===== config.mk =====
export PLATFORM = sky130hd
export DESIGN_NAME = dlfloat16_round_pack_flat
export DESIGN_NICKNAME = d
export VERILOG_FILES = /design/src/rtl/dlfloat16_round_pack_if.sv /design/src/rtl/dlfloat16_round_pack.sv /design/src/flat_wrapper.sv
export SDC_FILE = /design/constraint.sdc
export NUM_CORES = 1
export LEC_CHECK = 0
export ABC_AREA = 1
export BUFFER_PORTS_ARGS = -buffer_cell sky130_fd_sc_hd__buf_4
export CORE_ASPECT_RATIO = 1.2
export CORE_MARGIN = 8
export CORE_UTILIZATION = 53
export DETAILED_ROUTE_END_ITERATION = 8
export GPL_ROUTABILITY_DRIVEN = 0
export PLACE_DENSITY = 0.88
export SKIP_CTS_REPAIR_TIMING = 1
export SYNTH_ARGS = -nofsm -noshare
export SYNTH_HDL_FRONTEND = slang
export SYNTH_SLANG_ARGS = --single-unit
export TNS_END_PERCENT = 10

===== constraint.sdc =====
create_clock -name clk -period 3.3 [get_ports clk]
set_clock_uncertainty 0.1 [all_clocks]
set_input_delay 0.495 -clock clk [delete_from_list [all_inputs] [get_ports clk]]
set_output_delay 0.495 -clock clk [all_outputs]
set_load 0.01 [all_outputs]

===== src/rtl/dlfloat16_round_pack_if.sv =====
// Handshake bundle between the DLfloat16 extended-result producer, the
// round/pack stage and its writeback consumer, plus the sticky status port.
interface dlfloat16_round_pack_if;
   logic        in_valid;
   logic        in_ready;
   logic [19:0] in_res;
   logic [4:0]  in_flags;
   logic        out_valid;
   logic        out_ready;
   logic [15:0] out_res;
   logic [4:0]  out_flags;
   logic        flag_clr;
   logic [4:0]  sticky_flags;

   modport slave (
      input  in_valid, in_res, in_flags, out_ready, flag_clr,
      output in_ready, out_valid, out_res, out_flags, sticky_flags
   );

   modport master (
      output in_valid, in_res, in_flags, out_ready, flag_clr,
      input  in_ready, out_valid, out_res, out_flags, sticky_flags
   );
endinterface


===== src/rtl/dlfloat16_round_pack.sv =====
// Rounds a 20-bit extended DLfloat16 result to nearest-even, repacks it to
// 16 bits and merges exception flags through a two-stage throttled pipeline.
module dlfloat16_round_pack (
   input logic                    clk,
   input logic                    rst_n,
   dlfloat16_round_pack_if.slave  io_rp
);
   localparam logic [4:0] FL_INEXACT   = 5'b01000;
   localparam logic [4:0] FL_OVERFLOW  = 5'b00100;
   localparam logic [4:0] FL_UNDERFLOW = 5'b00010;

   logic        w_sign;
   logic [5:0]  w_exp_in;
   logic [12:0] w_man_in;
   logic        w_guard;
   logic        w_sticky;
   logic        w_round_up;
   logic [9:0]  w_inc;
   logic [5:0]  w_exp;
   logic [8:0]  w_frac;
   logic [4:0]  w_raised;
   logic        w_finite;

   logic        r_s1_valid;
   logic        r_s1_sign;
   logic [5:0]  r_s1_exp;
   logic [8:0]  r_s1_frac;
   logic [4:0]  r_s1_flags;
   logic        r_s1_finite;

   logic        r_s2_valid;
   logic [15:0] r_out_res;
   logic [4:0]  r_out_flags;
   logic [4:0]  r_sticky;

   logic [15:0] w_pk_res;
   logic [4:0]  w_pk_flags;
   logic        w_s2_load;
   logic        w_in_fire;
   logic        w_out_fire;

   assign w_sign     = io_rp.in_res[19];
   assign w_exp_in   = io_rp.in_res[18:13];
   assign w_man_in   = io_rp.in_res[12:0];
   assign w_guard    = w_man_in[3];
   assign w_sticky   = |w_man_in[2:0];
   assign w_round_up = w_guard & (w_sticky | w_man_in[4]);

   // Stage 1: classify specials, flush zero-exponent inputs, round to nearest-even.
   always_comb begin
      w_exp    = w_exp_in;
      w_frac   = 9'h000;
      w_raised = 5'h00;
      w_finite = 1'b1;
      w_inc    = 10'h000;
      if (w_exp_in == 6'h3F) begin
         w_finite = 1'b0;
         w_frac   = (w_man_in[12:4] != 9'h000) ? 9'h1FF : 9'h000;
      end else if (w_exp_in == 6'h00) begin
         w_raised = (w_man_in[12:4] != 9'h000) ? (FL_UNDERFLOW | FL_INEXACT) : 5'h00;
      end else begin
         w_inc    = {1'b0, w_man_in[12:4]} + {9'h000, w_round_up};
         w_raised = (w_guard | w_sticky) ? FL_INEXACT : 5'h00;
         if (w_inc[9]) begin
            w_frac = 9'h000;
            w_exp  = w_exp_in + 6'h01;
         end else begin
            w_frac = w_inc[8:0];
            w_exp  = w_exp_in;
         end
      end
   end

   // Stage 2: a finite value rounded up into the top exponent becomes infinity.
   always_comb begin
      w_pk_res   = {r_s1_sign, r_s1_exp, r_s1_frac};
      w_pk_flags = r_s1_flags;
      if (r_s1_finite && (r_s1_exp == 6'h3F)) begin
         w_pk_res   = {r_s1_sign, 6'h3F, 9'h000};
         w_pk_flags = r_s1_flags | FL_OVERFLOW;
      end else begin
         w_pk_res   = {r_s1_sign, r_s1_exp, r_s1_frac};
         w_pk_flags = r_s1_flags;
      end
   end

   assign w_s2_load  = !r_s2_valid | io_rp.out_ready;
   assign w_in_fire  = io_rp.in_valid & io_rp.in_ready;
   assign w_out_fire = r_s2_valid & io_rp.out_ready;

   // Stage 1 register: refills on accept, empties when its entry moves on.
   always_ff @(posedge clk or negedge rst_n) begin
      if (!rst_n) begin
         r_s1_valid  <= 1'b0;
         r_s1_sign   <= 1'b0;
         r_s1_exp    <= 6'h00;
         r_s1_frac   <= 9'h000;
         r_s1_flags  <= 5'h00;
         r_s1_finite <= 1'b0;
      end else if (w_in_fire) begin
         r_s1_valid  <= 1'b1;
         r_s1_sign   <= w_sign;
         r_s1_exp    <= w_exp;
         r_s1_frac   <= w_frac;
         r_s1_flags  <= io_rp.in_flags | w_raised;
         r_s1_finite <= w_finite;
      end else if (w_s2_load) begin
         r_s1_valid  <= 1'b0;
      end
   end

   // Stage 2 register: output data only changes when the slot is free or drained.
   always_ff @(posedge clk or negedge rst_n) begin
      if (!rst_n) begin
         r_s2_valid  <= 1'b0;
         r_out_res   <= 16'h0000;
         r_out_flags <= 5'h00;
      end else if (w_s2_load) begin
         r_s2_valid <= r_s1_valid;
         if (r_s1_valid) begin
            r_out_res   <= w_pk_res;
            r_out_flags <= w_pk_flags;
         end
      end
   end

   // Sticky status: flags of a transfer in the clearing cycle survive the clear.
   always_ff @(posedge clk or negedge rst_n) begin
      if (!rst_n) begin
         r_sticky <= 5'h00;
      end else begin
         r_sticky <= (io_rp.flag_clr ? 5'h00 : r_sticky) |
                     (w_out_fire ? r_out_flags : 5'h00);
      end
   end

   assign io_rp.in_ready     = !r_s1_valid | w_s2_load;
   assign io_rp.out_valid    = r_s2_valid;
   assign io_rp.out_res      = r_out_res;
   assign io_rp.out_flags    = r_out_flags;
   assign io_rp.sticky_flags = r_sticky;
endmodule

===== src/flat_wrapper.sv =====
// flat-port wrapper written by rule: the top's interface ports become plain ports
module dlfloat16_round_pack_flat 
  (clk, rst_n, io_rp_in_valid, io_rp_in_res, io_rp_in_flags, io_rp_out_ready, io_rp_flag_clr, io_rp_in_ready, io_rp_out_valid, io_rp_out_res, io_rp_out_flags, io_rp_sticky_flags);
  dlfloat16_round_pack_if io_rp_i ();
  input logic clk;
  input logic rst_n;
  input wire logic [$bits(io_rp_i.in_valid)-1:0] io_rp_in_valid;
  input wire logic [$bits(io_rp_i.in_res)-1:0] io_rp_in_res;
  input wire logic [$bits(io_rp_i.in_flags)-1:0] io_rp_in_flags;
  input wire logic [$bits(io_rp_i.out_ready)-1:0] io_rp_out_ready;
  input wire logic [$bits(io_rp_i.flag_clr)-1:0] io_rp_flag_clr;
  output wire logic [$bits(io_rp_i.in_ready)-1:0] io_rp_in_ready;
  output wire logic [$bits(io_rp_i.out_valid)-1:0] io_rp_out_valid;
  output wire logic [$bits(io_rp_i.out_res)-1:0] io_rp_out_res;
  output wire logic [$bits(io_rp_i.out_flags)-1:0] io_rp_out_flags;
  output wire logic [$bits(io_rp_i.sticky_flags)-1:0] io_rp_sticky_flags;
  assign io_rp_i.in_valid = io_rp_in_valid;
  assign io_rp_i.in_res = io_rp_in_res;
  assign io_rp_i.in_flags = io_rp_in_flags;
  assign io_rp_i.out_ready = io_rp_out_ready;
  assign io_rp_i.flag_clr = io_rp_flag_clr;
  assign io_rp_in_ready = io_rp_i.in_ready;
  assign io_rp_out_valid = io_rp_i.out_valid;
  assign io_rp_out_res = io_rp_i.out_res;
  assign io_rp_out_flags = io_rp_i.out_flags;
  assign io_rp_sticky_flags = io_rp_i.sticky_flags;
  dlfloat16_round_pack u_core (.clk(clk), .rst_n(rst_n), .io_rp(io_rp_i));
endmodule

==> results.cfg, run 1 <==
[outcome]
status = finished clean

[critical_path]
crit-reg2reg-launch = u_core.io_rp.out_valid$_DFFE_PN0P_
required_ps = 3390
cp_top_family = buffers and inverters
crit_top_cell = nor2_1
startpoint = u_core.io_rp.out_valid$_DFFE_PN0P_
worstSetupPathType = flop to flop
cp_cell_sequence = nand3_2 > nand2_2 > inv_1 > o21ai_0 > nor2_1 > nor2_1
critPathLaunchType = flop
cp.buffers_inverters = 1
critPathCaptureType = flop
cpMaxStageDelayCell = inv_1
crit_path_max_fanout = 22
cp.arrival_ps = 1990
crit_path_max_incr_delay_ps = 540

[synth]
synth_area_mm2 = 0.00249
synth.top_cell.area_share_pct = 50.2
netlist_instances = 315
synth_warnings = 0
synth_edf_count = 0
ys.flop_type = dfrtp_1
ys_types = 27
synth_common_cells = nand2_1 (104), dfrtp_1 (50), nor2_1 (32)
synthTopCellsByArea = dfrtp_1 (50%), nand2_1 (16%), nand3_1 (6.2%)
yosysTopAreaCell = dfrtp_1
synth_most_common_cell = nand2_1
synth_seq_area_share_pct = 50.2
synth_seq_cells = 50
syn_nets = 348
avgSynthCellArea_um2 = 7.91
async_flop_share_pct = 100

[detailed_routing]
via_count = 2171
viasPerCell = 5.04
routed_wl_um = 5500
drtPass1Iterations = 4
drt_iter0_drc = 114
route.detailed.drc = 0
ant_nets = 0
post_drt_wl_per_cell_um = 12.7

[clock_network]
cts.sinks = 50
cts-root-buf = clkbuf_8
cts_tree = done
cts_buffers = 5
clk_pin_slew_ps = 80
htreeDepth = 2
cts_buffer_depth = 2
insertion_delay_ps = 300

[placement]
place_hpwl_um = 4240
io_buffers = 57
dp_slack_ps = 1280

[sta]
hold_violations = 0
worst_pin_slew_ps = 657
period_share_pct = 57.5
relSlewSlack_pct = 56.1
max_freq_mhz = 527
hold-worst-slack_ps = 102
fin_crit_ps = 1900
fin_tns_setup_ps = 0
finalMaxSlewViolations = 0
timing.final.ws_setup_ps = 1400
rsz0062_at_grt = false
final-setup-viol-count = 0

[pwr]
power_density_mw_per_mm2 = 551
vdd_ir_drop_max_uv = 217
p_leak_nw = 1.61
fin_total_pwr_mw = 1.67

[floorplan]
pin_count = 58
die_area_mm2 = 0.00716
fp-row-count = 27
die_w_um = 78.6
initial_utilization_pct = 54.7
coreArea_mm2 = 0.00456
die-height_um = 91.1

[grt]
grt.overflow.total = 0
grt_max_degree = 51
grt_antenna_before_repair = 0
grt_pass1_wl_um = 9550
grt_use_total_pct = 16.1
grt_pass1_vias = 2154

[job]
max_cap_violations = 0

[layout]
areaGrowthSynthToFinish_pct = 21.4
layout.nets = 406
multi_input_area_mm2 = 0.00108
drive_gt1_share_pct = 21.2
nFillCells = 390
ff_latch_area_mm2 = 0.00125
num_antenna_cells = 0

[hold_path]
hold_class = input pin to asynchronous set/reset pin
## path summary, 6_finish.rpt
check | to | slack, ps | depth (start not counted)
worst min register to register | u_core.io_rp.out_flags[3]$_DFFE_PN0P_ | 370 | 2
worst max-delay path | u_core.r_s1_frac[4]$_DFFE_PN0P_ | 1400 | 6
worst max register to register | u_core.r_s1_frac[4]$_DFFE_PN0P_ | 1400 | 6
max in group asynchronous | u_core.io_rp.out_res[5]$_DFFE_PN0P_ | 2610 | 1
worst min-delay path | u_core.io_rp.out_res[12]$_DFFE_PN0P_ | 100 | 1
min in group clk | u_core.r_s1_flags[0]$_DFFE_PN0P_ | 300 | 3
## power by group
group          internal (mW)  switching [mW]  leakage [nW]
Combinational          0.230           0.267         0.984
Sequential             0.753          0.0887         0.589
Clock                  0.146           0.181        0.0383
Total                   1.13           0.537          1.61
## logic make-up (layout without fill, tap and decap cells)
kind of cell    count (synthesis)  after routing  synth area share [%]
flops                          50             50                  50.2
xor+xnor                        4              4                  1.41
fa+ha+maj                       3              3                  1.51
buf+inv                        38             96                  6.58
simple gates                  189            189                  33.8
compound gates                 31             31                  6.48
## cells in the final DEF (no fill, tap or decap)
master | Yosys | final
buf_4 | 3 | 57
clkbuf_1 | 0 | 2
o21ai_1 | 4 | 4
nand4_1 | 5 | 5
a31oi_1 | 1 | 1
nor2_2 | 1 | 1
nor3_1 | 2 | 2
nor2_1 | 32 | 32
nand3_2 | 2 | 2
nor2_8 | 1 | 1
nor2_4 | 4 | 4
ha_1 | 3 | 3
xor2_1 | 3 | 3
nand3b_1 | 1 | 1
inv_1 | 29 | 29
or2_2 | 1 | 1
a21oi_1 | 10 | 10
xnor2_1 | 1 | 1
nand2_2 | 5 | 5
o21bai_1 | 1 | 1
a22oi_1 | 1 | 1
nand3_1 | 31 | 31
clkbuf_8 | 0 | 5
inv_2 | 3 | 3
dfrtp_1 | 50 | 50
nand2_1 | 104 | 104
o21ai_0 | 14 | 14
## state kept, by name, summed over array words and instances (netlist names)
name / flops
u_core.io_rp.out_flags: 5
u_core.io_rp.out_res: 16
u_core.io_rp.out_valid: 1
u_core.io_rp.sticky_flags: 5
u_core.r_s1_exp: 6
u_core.r_s1_finite: 1
u_core.r_s1_flags: 5
u_core.r_s1_frac: 9
u_core.r_s1_sign: 1
u_core.r_s1_valid: 1
## metrics by stage
stage          std cells  instance area, um2  utilization [%]
5_1_grt              431                3030             66.3
6_report             431                3030             66.3
3_5_place_dp         424                2950             64.7
3_3_place_gp         424                2950             64.7
4_1_cts              431                3030             66.3
2_1_floorplan        315                2490                -
## layer usage
| layer | vias to the layer above | global-route usage (%) | part of all wire [%] |
|---|---|---|---|
| li1 | 1115 | - | - |
| met1 | 986 | 18.9 | 43 |
| met2 | 58 | 26.3 | 50 |
| met3 | 12 | 4.14 | 5.0 |
| met4 | 0 | 8.36 | 2.5 |
| met5 | - | 0 | 0 |
## cell type report
cell class                      instances  area share [%]
Inverter                               32            3.97
Multi-Input combinational cell        227            35.6
Sequential cell                        50            41.4
Clock buffer                            7            2.52
Tap cell                               58            2.40
Timing Repair Buffer                   57            14.1
(Power assumes the default switching activity.)
==> inputs of run 2 (changes only) <==
clock period = 1.75 ns   (was 3.3 ns; I/O delays follow)
==> run 2 against run 1 <==
Effect of this change: critical path depth is the same; wire length grew 2.5%; design area grew 2.4%; largest power group unchanged; power grew 99%; sequential power grew 90%; sequential cell count is the same; hold slack lost 38 ps.
==> results.cfg, run 2 (same netlist as run 1, synthesis figures left out) <==
[grt]
grt_pass1_vias = 2231
grt_max_degree = 51
grt.overflow.total = 0
grt_use_total_pct = 16.3
grt_pass1_wl_um = 9650
grt_antenna_before_repair = 0

[floorplan]
die_area_mm2 = 0.00716
coreArea_mm2 = 0.00456
die_w_um = 78.6
fp-row-count = 27
initial_utilization_pct = 54.7
die-height_um = 91.1
pin_count = 58

[critical_path]
cpMaxStageDelayCell = dfrtp_2
critPathLaunchType = flop
critPathCaptureType = flop
startpoint = u_core.io_rp.out_valid$_DFFE_PN0P_
crit_path_max_incr_delay_ps = 470
required_ps = 1880
r2r_slack_ps = 180
crit-reg2reg-launch = u_core.io_rp.out_valid$_DFFE_PN0P_
crit_path_max_fanout = 9
cp.arrival_ps = 1700
worstSetupPathType = flop to flop
cp_cell_sequence = nand3_2 > nand2_2 > inv_1 > buf_4 > nor2_1 > a21oi_1

[layout]
largest_reg_flops = 16
final_common_cell = nand2_1
post-route-util_pct = 67.9
final_cell_mix = nand2_1 (104), buf_4 (61), dfrtp_1 (49)
num_antenna_cells = 0
drive_gt1_share_pct = 22.4
areaGrowthSynthToFinish_pct = 24.2
layout.nets = 411

[pwr]
vdd_ir_drop_max_uv = 428
fin_total_pwr_mw = 3.32
power_density_mw_per_mm2 = 1070
p_leak_nw = 1.65

[detailed_routing]
drtPass1Iterations = 4
via_count = 2192
route.detailed.drc = 0
ant_nets = 0
post_drt_wl_per_cell_um = 12.9
drt_iter0_drc = 135
viasPerCell = 5.02
routed_wl_um = 5630

[sta]
max_freq_mhz = 636
worst_pin_slew_ps = 600
relSlewSlack_pct = 60.0
fin_crit_ps = 1570
fin_tns_setup_ps = 0
rsz0062_at_grt = false
period_share_pct = 89.9
hold_violations = 0
final-setup-viol-count = 0
finalMaxSlewViolations = 0

[clock_network]
insertion_delay_ps = 300
cts_tree = done
cts-root-buf = clkbuf_8
cts.sinks = 50
clk_pin_slew_ps = 80
htreeDepth = 2
cts_buffer_depth = 2
cts_buffers = 5

[hold_path]
hold_class = input pin to flop
hp-start = io_rp_in_flags[0]

[outcome]
status = finished clean

[placement]
place_hpwl_um = 4350
io_buffers = 57

[job]
max_cap_violations = 0
[run 2: cell type report]
cell class | instances | area (um2)
Fill cell | 397 | 1460
Sequential cell | 50 | 1250
Multi-Input combinational cell | 227 | 1080
Timing Repair Buffer | 62 | 468
Inverter | 32 | 120
Clock buffer | 7 | 76.3
Tap cell | 58 | 72.6
Clock inverter | 1 | 30.0
[run 2: final timing paths]
kind | to | cells past startpoint
max in group asynchronous | u_core.io_rp.out_valid$_DFFE_PN0P_ | 2
min in group asynchronous | u_core.io_rp.out_res[12]$_DFFE_PN0P_ | 2
setup / recovery | u_core.r_s1_frac[2]$_DFFE_PN0P_ | 6
setup reg to reg | u_core.r_s1_frac[2]$_DFFE_PN0P_ | 6
hold reg to reg | u_core.io_rp.out_flags[0]$_DFFE_PN0P_ | 2
hold / removal | u_core.r_s1_flags[0]$_DFFE_PN0P_ | 3
[run 2: layer usage]
metal  wire (um)  global-route usage (%)
met4         110                    6.35
met2        2870                    29.0
met5           0                       0
met3         336                    4.73
met1        2320                    17.5
[run 2: worst max-delay path: cells and delay by family (launching register included)]
kind                   cells  cell delay [ps]
AOI/OAI and AO/OA          1              120
DFF                        1              470
buffers and inverters      2              480
and+or+nand+nor            3              320
[run 2: report_power, final]
group | internal [mW] | switching [mW] | total, mW
clock | 0.428 | 0.344 | 0.772
sequential | 1.42 | 0.175 | 1.60
combinational | 0.447 | 0.505 | 0.952
total | 2.30 | 1.02 | 3.32
[run 2: metrics by stage]
stage | hold slack (ps) | area [um2] | cells | worst slack, ps
4_1_cts | -116 | 3090 | 436 | 103
2_1_floorplan | -133 | 2490 | 315 | 297
3_3_place_gp | 207 | 2980 | 428 | 120
5_1_grt | 69.0 | 3100 | 437 | 60.7
6_report | 63.8 | 3100 | 437 | 177
3_5_place_dp | 208 | 2980 | 428 | 12.6
